<file path="config.mk">
export PLATFORM = sky130hd
export DESIGN_NAME = remote_service_latency_tracker
export DESIGN_NICKNAME = d
export VERILOG_FILES = /design/src/rtl/remote_service_latency_tracker.sv
export SDC_FILE = /design/constraint.sdc
export NUM_CORES = 2
export LEC_CHECK = 0
export CAP_MARGIN = 20
export CORE_AREA = 2 2 362 364
export CTS_CLUSTER_DIAMETER = 80
export DETAILED_ROUTE_END_ITERATION = 8
export DIE_AREA = 0 0 364 366
export PLACE_DENSITY = 0.52
export REMOVE_ABC_BUFFERS = 1
export SLEW_MARGIN = 20
export SYNTH_ARGS = -nofsm -noshare
export SYNTH_HDL_FRONTEND = slang
export SYNTH_SLANG_ARGS = --single-unit
</file>
<file path="constraint.sdc">
create_clock -name clk_i -period 10.8 [get_ports clk_i]
set_clock_uncertainty 0.15 [all_clocks]
set_input_delay 1.08 -clock clk_i [delete_from_list [all_inputs] [get_ports clk_i]]
set_output_delay 1.08 -clock clk_i [all_outputs]
set_load 0.01 [all_outputs]
</file>
<file path="src/rtl/remote_service_latency_tracker.sv">
// Responder-side service latency tracker: timestamps requests, matches
// in-order returns, keeps per-type count/sum/max stats and a trace strobe.
// Ports: clk_i/reset_i; req_v_i/req_yumi_i/req_type_i push side;
// ret_v_i/ret_ready_i pop side; global_ctr_i timestamp; clear_i stats clear.
// Outputs: count_o, lat_sum_o, lat_max_o (slot i = type i), outstanding_o,
// overflow_o, underflow_o sticky flags, trace_v_o/type/latency strobe.
module remote_service_latency_tracker #(
  parameter int fifo_els_p  = 16,
  parameter int ctr_width_p = 32,
  parameter int lat_width_p = 16
) (
  input  logic                          clk_i,
  input  logic                          reset_i,
  input  logic                          req_v_i,
  input  logic                          req_yumi_i,
  input  logic [1:0]                    req_type_i,
  input  logic                          ret_v_i,
  input  logic                          ret_ready_i,
  input  logic [31:0]                   global_ctr_i,
  input  logic                          clear_i,
  output logic [3*ctr_width_p-1:0]      count_o,
  output logic [3*ctr_width_p-1:0]      lat_sum_o,
  output logic [3*lat_width_p-1:0]      lat_max_o,
  output logic [$clog2(fifo_els_p):0]   outstanding_o,
  output logic                          overflow_o,
  output logic                          underflow_o,
  output logic                          trace_v_o,
  output logic [1:0]                    trace_type_o,
  output logic [lat_width_p-1:0]        trace_latency_o
);
  localparam int AW = $clog2(fifo_els_p);

  // Entry layout: {type[1:0], start_ts[31:0]}
  logic [33:0]              r_mem [fifo_els_p];
  logic [AW-1:0]            r_wr_ptr;
  logic [AW-1:0]            r_rd_ptr;
  logic [AW:0]              r_occ;
  logic                     r_ovf;
  logic                     r_unf;
  logic [ctr_width_p-1:0]   r_cnt [3];
  logic [ctr_width_p-1:0]   r_sum [3];
  logic [lat_width_p-1:0]   r_max [3];
  logic                     r_trace_v;
  logic [1:0]               r_trace_type;
  logic [lat_width_p-1:0]   r_trace_lat;

  logic                     w_push_req;
  logic                     w_pop_req;
  logic                     w_empty;
  logic                     w_full;
  logic                     w_push;
  logic                     w_pop;
  logic [33:0]              w_head;
  logic [1:0]               w_head_type;
  logic [31:0]              w_diff;
  logic                     w_sat;
  logic [lat_width_p-1:0]   w_lat;
  logic [ctr_width_p:0]     w_sum_ext [3];
  logic [ctr_width_p-1:0]   w_sum_nxt [3];

  assign w_push_req  = req_v_i & req_yumi_i & (req_type_i != 2'd3);
  assign w_pop_req   = ret_v_i & ret_ready_i;
  assign w_empty     = (r_occ == '0);
  assign w_full      = (r_occ == (AW+1)'(fifo_els_p));
  // A same-cycle push never feeds the pop: pop only sees stored entries.
  assign w_pop       = w_pop_req & ~w_empty;
  // When full, a concurrent pop frees the slot the push lands in.
  assign w_push      = w_push_req & (~w_full | w_pop);

  assign w_head      = r_mem[r_rd_ptr];
  assign w_head_type = w_head[33:32];
  // Modulo-2^32 difference handles counter wrap.
  assign w_diff      = global_ctr_i - w_head[31:0];
  assign w_sat       = (w_diff >> lat_width_p) != '0;
  assign w_lat       = w_sat ? '1 : w_diff[lat_width_p-1:0];

  always_comb begin
    for (int i = 0; i < 3; i++) begin
      w_sum_ext[i] = {1'b0, r_sum[i]} + (ctr_width_p+1)'(w_lat);
      w_sum_nxt[i] = w_sum_ext[i][ctr_width_p] ? '1
                                               : w_sum_ext[i][ctr_width_p-1:0];
    end
  end

  always_ff @(posedge clk_i) begin
    if (w_push) r_mem[r_wr_ptr] <= {req_type_i, global_ctr_i};
  end

  always_ff @(posedge clk_i or posedge reset_i) begin
    if (reset_i) begin
      r_wr_ptr <= '0;
      r_rd_ptr <= '0;
      r_occ    <= '0;
    end else begin
      if (w_push) r_wr_ptr <= r_wr_ptr + AW'(1);
      if (w_pop)  r_rd_ptr <= r_rd_ptr + AW'(1);
      unique case ({w_push, w_pop})
        2'b10:   r_occ <= r_occ + (AW+1)'(1);
        2'b01:   r_occ <= r_occ - (AW+1)'(1);
        default: r_occ <= r_occ;
      endcase
    end
  end

  always_ff @(posedge clk_i or posedge reset_i) begin
    if (reset_i) begin
      r_ovf <= 1'b0;
      r_unf <= 1'b0;
    end else if (clear_i) begin
      r_ovf <= 1'b0;
      r_unf <= 1'b0;
    end else begin
      if (w_pop_req & w_empty)         r_unf <= 1'b1;
      if (w_push_req & w_full & ~w_pop) r_ovf <= 1'b1;
    end
  end

  always_ff @(posedge clk_i or posedge reset_i) begin
    if (reset_i) begin
      for (int i = 0; i < 3; i++) begin
        r_cnt[i] <= '0;
        r_sum[i] <= '0;
        r_max[i] <= '0;
      end
    end else if (clear_i) begin
      for (int i = 0; i < 3; i++) begin
        r_cnt[i] <= '0;
        r_sum[i] <= '0;
        r_max[i] <= '0;
      end
    end else if (w_pop) begin
      for (int i = 0; i < 3; i++) begin
        if (w_head_type == 2'(i)) begin
          if (~&r_cnt[i]) r_cnt[i] <= r_cnt[i] + ctr_width_p'(1);
          r_sum[i] <= w_sum_nxt[i];
          if (w_lat > r_max[i]) r_max[i] <= w_lat;
        end
      end
    end
  end

  always_ff @(posedge clk_i or posedge reset_i) begin
    if (reset_i) begin
      r_trace_v    <= 1'b0;
      r_trace_type <= '0;
      r_trace_lat  <= '0;
    end else if (clear_i) begin
      r_trace_v    <= 1'b0;
    end else begin
      r_trace_v <= w_pop;
      if (w_pop) begin
        r_trace_type <= w_head_type;
        r_trace_lat  <= w_lat;
      end
    end
  end

  for (genvar g = 0; g < 3; g++) begin : g_pack
    assign count_o[g*ctr_width_p +: ctr_width_p]   = r_cnt[g];
    assign lat_sum_o[g*ctr_width_p +: ctr_width_p] = r_sum[g];
    assign lat_max_o[g*lat_width_p +: lat_width_p] = r_max[g];
  end

  assign outstanding_o   = r_occ;
  assign overflow_o      = r_ovf;
  assign underflow_o     = r_unf;
  assign trace_v_o       = r_trace_v;
  assign trace_type_o    = r_trace_type;
  assign trace_latency_o = r_trace_lat;

endmodule

</file>
Word-level counts from Yosys, hierarchy flattened
Memory sizes are Yosys's and may differ from the RTL's.
Index checks and enable logic that the tools add are counted.
Word-level totals
  memories kept: 1
  input port bits: 41
  bits in writable memories: 544
  output and inout port bits: 266
  register bits: 274
Cells by class
  reduce and logical (&&, ||, !) cells: 26
  mux-type cells: 33
  eq/ne operators: 9
  $add $sub $neg: 11
  bitwise operators: 13
  $lt $le $gt $ge: 3
Memory list
  r_mem: words 16, width 34, rd ports 1, clocked after Yosys merged registers in 0, write ports 1, line 34  | logic [33:0] r_mem [fifo_els_p];
Operators with widths (number)
  two-way mux 32 bit: 12
  two-way mux 96 bit: 4
  two-way mux 16 bit: 7
  adder 32 x 16 -> 33 bit: 3
  adder 32 x 1 -> 32 bit, second input constant: 3
  two-way mux 48 bit: 2
  AND reduction 32 bit: 3
  greater-than comparator 16 bit: 3
  nonzero test 32 bit: 1
  subtractor 32 bit: 1
  nonzero test 2 bit: 10
  AND reduction 3 bit: 6
  one-hot mux 5 bit (2 select lines): 1
  adder 4 x 1 -> 4 bit, second input constant: 2
  AND 1 bit: 8
  inequality test 2 bit, second input constant: 4
  AND reduction 2 bit: 4
  two-way mux 1 bit: 7
  adder 5 x 1 -> 5 bit, second input constant: 1
  equality test 5 bit, second input constant: 1
  zero test 5 bit: 1
  subtractor 5 x 1 -> 5 bit, second input constant: 1
  equality test 2 x 1 -> 1 bit, second input constant: 2
  equality test 2 bit, second input constant: 2
  other kinds (3): 6

Longest topological paths before layout
An unclocked memory read counts as a cell.
  depth after elaboration: 9
  mapped depth: 33
  gate-level depth less buffers: 25

Worst setup path after synthesis
No wires, ideal clock.
  kind: reg-to-reg
  start point: reg r_rd_ptr[0]
  end point: reg r_sum, in the netlist lat_sum_o[30]
  arrival: 8.148 ns
  stages on the path, launching flop included: 31
  setup slack: 2.424 ns
  clock period less this slack: 8.376 ns
  buffers on the path: 7
  cell sequence: dfrtp_1 buf_6 clkbuf_1 buf_1 buf_1 mux4_2 mux4_2 inv_1 ha_1 buf_2 nor3b_1 a221oi_2 o221ai_1 or4b_1 a2111oi_0 nand4_1 or4_1 nor4b_1 buf_4 buf_2 nand2_1 ha_1 nor2b_1 o21ai_0 a21boi_0 o31a_1 o21bai_1 a21oi_1 nand2_1 or4_1 a21oi_1
Between the ends
  longest elaborated chain between the ends: 9
Ends and longest elaborated chain
  from (decl): line 36  | logic [AW-1:0] r_rd_ptr;
  from (signal assigned): line 96  | if (w_pop) r_rd_ptr <= r_rd_ptr + AW'(1);
  memory read (16 x 34 bit) (*)
  subtractor 32 bit (*): line 73  | assign w_diff = global_ctr_i - w_head[31:0];
  nonzero test 32 bit: line 74  | assign w_sat = (w_diff >> lat_width_p) != '0;
  two-way mux 16 bit (*): line 75  | assign w_lat = w_sat ? '1 : w_diff[lat_width_p-1:0];
  named net w_lat[2]: line 57  | logic [lat_width_p-1:0] w_lat;
  adder 32 x 16 -> 33 bit (*): line 79  | w_sum_ext[i] = {1'b0, r_sum[i]} + (ctr_width_p+1)'(w_lat);
  two-way mux 32 bit (*): line 80  | w_sum_nxt[i] = w_sum_ext[i][ctr_width_p] ? '1
  two-way mux 32 bit (*): line 133  | if (w_head_type == 2'(i)) begin
  two-way mux 96 bit (*): line 131  | end else if (w_pop) begin
  two-way mux 96 bit (*): line 125  | end else if (clear_i) begin
  to (signal, indexed assignment): line 135  | r_sum[i] <= w_sum_nxt[i];
  to (decl): line 41  | logic [ctr_width_p-1:0] r_sum [3];
Mark *: on every way through the listed nets, which the timed path passes. The rest lies on a longest branch. The select of a mux whose other input is x is not followed.
A chain may end at the register's enable or synchronous reset.

Worst setup path after layout
  start point: reg r_rd_ptr[1]
  end point: reg r_sum, in the netlist lat_sum_o[80]
The elaborated chain is that of the path after synthesis.

==> impl_results.md <==
- RSZ-0062 raised after global routing: no
- Outcome: finished clean
- Clock slew at reported path FFs: about 0.06 ns
- Buffer count from post-CTS setup fixing: 0
- Hold EP: underflow_o$_DFFE_PP0P_
- Crit Path Category: reg -> reg
- Initial DRC count: between 2,000 and 3,000
- Largest net degree at the start of global routing: 91
- Max transition margin: 0.263
- Final Wtd Congestion: between 0.8 and 0.9
- Die width: around 360 um
- Antenna viol nets, final: 0
- PD cells: about 250 nW/um2
- Pleak: ~17 nW
- Worst Hold Launch: underflow_o$_DFFE_PP0P_
- Die footprint: between 100,000 and 150,000 um2
- Routed vias: about 26,000
- Post-Layout Cell Count: about 5,000
- WL per Instance: ~23 um
- Fmax: about 110 MHz
- Post-synth EDFFs: ~540
- Final Max Tran Viols: 0
- CTS Buf Count: a little over 90
- Endpoints failing hold: 0
- Number of global-route vias before repair: 25,100
- RR Startpoint: r_rd_ptr[1]$_DFFE_PP0P_
- Worst setup EP type: flop
- CP max-delay cell: dfrtp_4
- Worst-path fanout max: 82
- Top_reg_cell synth: edfxtp_1
- Post-synthesis cell type count: 78
- Data arrival time of the critical path: 9.85 ns
- Power, Total: between 10 and 15 mW
- Initial antenna violation count: 11
- Post-Synthesis Cells: 2,865
- Vias/cell: 5.13
- Synth async-reset ratio: 0.335
- Final worst-path cycle share: 0.871
- H-tree depth: 3
- Post-Syn Area per Cell: between 10 and 15 um2
- Worst hold path class: reg -> reg
- # rows: about 130
- Clock sink total: 818
- Worst r2r path cells: 26
- Clock Tree Buf Depth: 3
- # nets final: ~3,400
- Maximum vdd drop: about 0.00014 V
- Synthesized area: between 30,000 and 40,000 um2
- First-pass GRT wire length: about 170 mm
- Setup crit start kind: flop
- Syn. warnings: 0
- Fillers: 12,400
- Io pins: roughly 310
- Initial Util: 0.299
- CTS root buffer: clkbuf_16
- Die H: 366 um
- # DRC: 0
- Register area share after synthesis: 0.600
- Reg2reg end: lat_sum_o[80]$_DFFE_PP0P_
- Critical Path RT: between 10 and 15 ns
- DP Cell Count: slightly below 5,000
- P&R area growth vs syn: 21.3%
- Most frequent cells in the layout: edfxtp_1 (544), clkdlybuf4s50_1 (305), dfrtp_1 (270), nor2_1 (188), o21ai_0 (172)
- Max stage delay on crit path: approximately 1 ns
- Layout cells sized above 1: 0.126
- CTS Hold Bufs: 0
- Std-Cell Core Area: roughly 130,000 um2
- CTS tree: built
- Min Tclk post-route: 9.40 ns
- WL final: 113 mm
- Commonest non-fill, non-tap cell in the layout: edfxtp_1
- Clk_lat worst skew: 0.69 ns
- Total global routing overflow: 0
- Hold Path Depth: 2
- TritonRoute pass-1 iters: 5
- Post_cts resized: 0
- DP HPWL: 73.2 mm
- GRT Total Usage: 0.167
- FF-to-FF setup slack: 1.40 ns
- Synth Register Bits: 818
- MaxCap Viol Count: 0
- Final setup violation count: 0
- I/O Buffers: around 300
- Worst Tran Pin Value: around 1.1 ns
## flip-flops by register name (all words and copies together) (netlist names)
signal,flops
overflow_o,1
r_mem,544
lat_sum_o,96
lat_max_o,48
outstanding_o,5
r_rd_ptr,4
trace_type_o,2
trace_latency_o,16
r_wr_ptr,4
trace_v_o,1
count_o,96
underflow_o,1
## critical path, delay by kind of cell, from the launching register on
kind / cells / cell delay (ns)
simple gates: 11 / 3.14
fa+ha+maj: 2 / 0.77
flops: 1 / 0.98
buf+inv: 4 / 1.26
compound gates: 7 / 1.97
mux: 2 / 0.83
## cell families (layout without fill, tap and decap cells)
| group | Yosys count | in the layout | synth area share |
|---|---|---|---|
| XOR/XNOR | 128 | 128 | 0.0290 |
| flip-flops | 818 | 818 | 0.600 |
| other | 0 | 4 | 0 |
| adder cells (fa/ha/maj) | 143 | 143 | 0.0473 |
| AND/OR/NAND/NOR | 696 | 696 | 0.0895 |
| buffers and inverters | 266 | 667 | 0.0276 |
| AO/OA/AOI/OAI | 630 | 630 | 0.103 |
| multiplexers | 184 | 184 | 0.103 |
## per-layer routing
| metal | GRT usage | vias to the layer above | part of all wire |
|---|---|---|---|
| met3 | 0.0378 | 163 | 0.066 |
| met4 | 0.0446 | 12 | 0.023 |
| met5 | 0 | - | 0.00063 |
| met2 | 0.262 | 773 | 0.46 |
| li1 | - | 11700 | - |
| met1 | 0.233 | 13000 | 0.45 |
## metrics by stage
stage               hold slack, ns  cell area (um2)  setup WS [ns]  TNS [ns]  utilization
floorplan                    0.358            38100          -8.44  -1202.73            -
global placement             0.335            43900           1.48         0        0.341
detailed placement           0.344            43900           1.41         0        0.341
CTS                          0.358            46800           1.40         0        0.363
global route                 0.380            46900          0.721         0        0.363
finish                       0.355            46900           1.40         0        0.363
## Yosys cell counts, types with 25 or more instances
cell	n	area (um2)
nand3_1	64	320
xor2_1	62	543
a21oi_1	132	661
nand2_1	152	571
xnor2_1	66	578
nand4_1	44	275
o21ai_0	172	861
a21o_1	53	398
mux4_2	170	3830
nor2_1	194	728
inv_1	142	533
dfrtp_1	274	6860
edfxtp_1	544	16300
ha_1	138	1730
o21a_1	30	225
and2_1	25	156
clkbuf_1	95	357
or3_1	38	238
a31oi_1	106	663
and3_1	31	194
nor3_1	44	220
## how the worst max path moves through the flow
stage | startpoint | end | slack (ns) | depth (start not counted)
finish | r_rd_ptr[1]$_DFFE_PP0P_ | lat_sum_o[80]$_DFFE_PP0P_ | 1.40 | 26
global route | r_rd_ptr[0]$_DFFE_PP0P_ | lat_sum_o[80]$_DFFE_PP0P_ | 0.72 | 26
CTS | r_rd_ptr[1]$_DFFE_PP0P_ | lat_sum_o[80]$_DFFE_PP0P_ | 1.40 | 26
detailed placement | r_rd_ptr[1]$_DFFE_PP0P_ | lat_sum_o[80]$_DFFE_PP0P_ | 1.41 | 26
global placement | r_rd_ptr[1]$_DFFE_PP0P_ | lat_sum_o[80]$_DFFE_PP0P_ | 1.48 | 26
floorplan | r_rd_ptr[0]$_DFFE_PP0P_ | lat_max_o[34]$_DFFE_PP0P_ | -8.44 | 22
## layout make-up
| class | instances | area (um2) | share of cell area |
|---|---|---|---|
| repair buffers | 356 | 3510 | 0.0749 |
| clock inverters | 40 | 337 | 0.00718 |
| multi-input cells | 1781 | 14500 | 0.310 |
| clock buffers | 129 | 2560 | 0.0547 |
| well taps | 1742 | 2180 | 0.0465 |
| diodes | 4 | 10.0 | 0.000214 |
| inverters | 142 | 541 | 0.0115 |
| flip-flops and latches | 818 | 23200 | 0.495 |
## where the power goes
| group | leakage [nW] | switching, mW | internal, mW | total (mW) |
|---|---|---|---|---|
| Sequential | 8.58 | 0.324 | 3.56 | 3.88 |
| Combinational | 6.79 | 2.76 | 2.08 | 4.83 |
| Clock | 1.42 | 1.29 | 1.75 | 3.04 |
| Total | 16.8 | 4.37 | 7.39 | 11.8 |
Note: power is estimated with default switching activity, not from simulation.
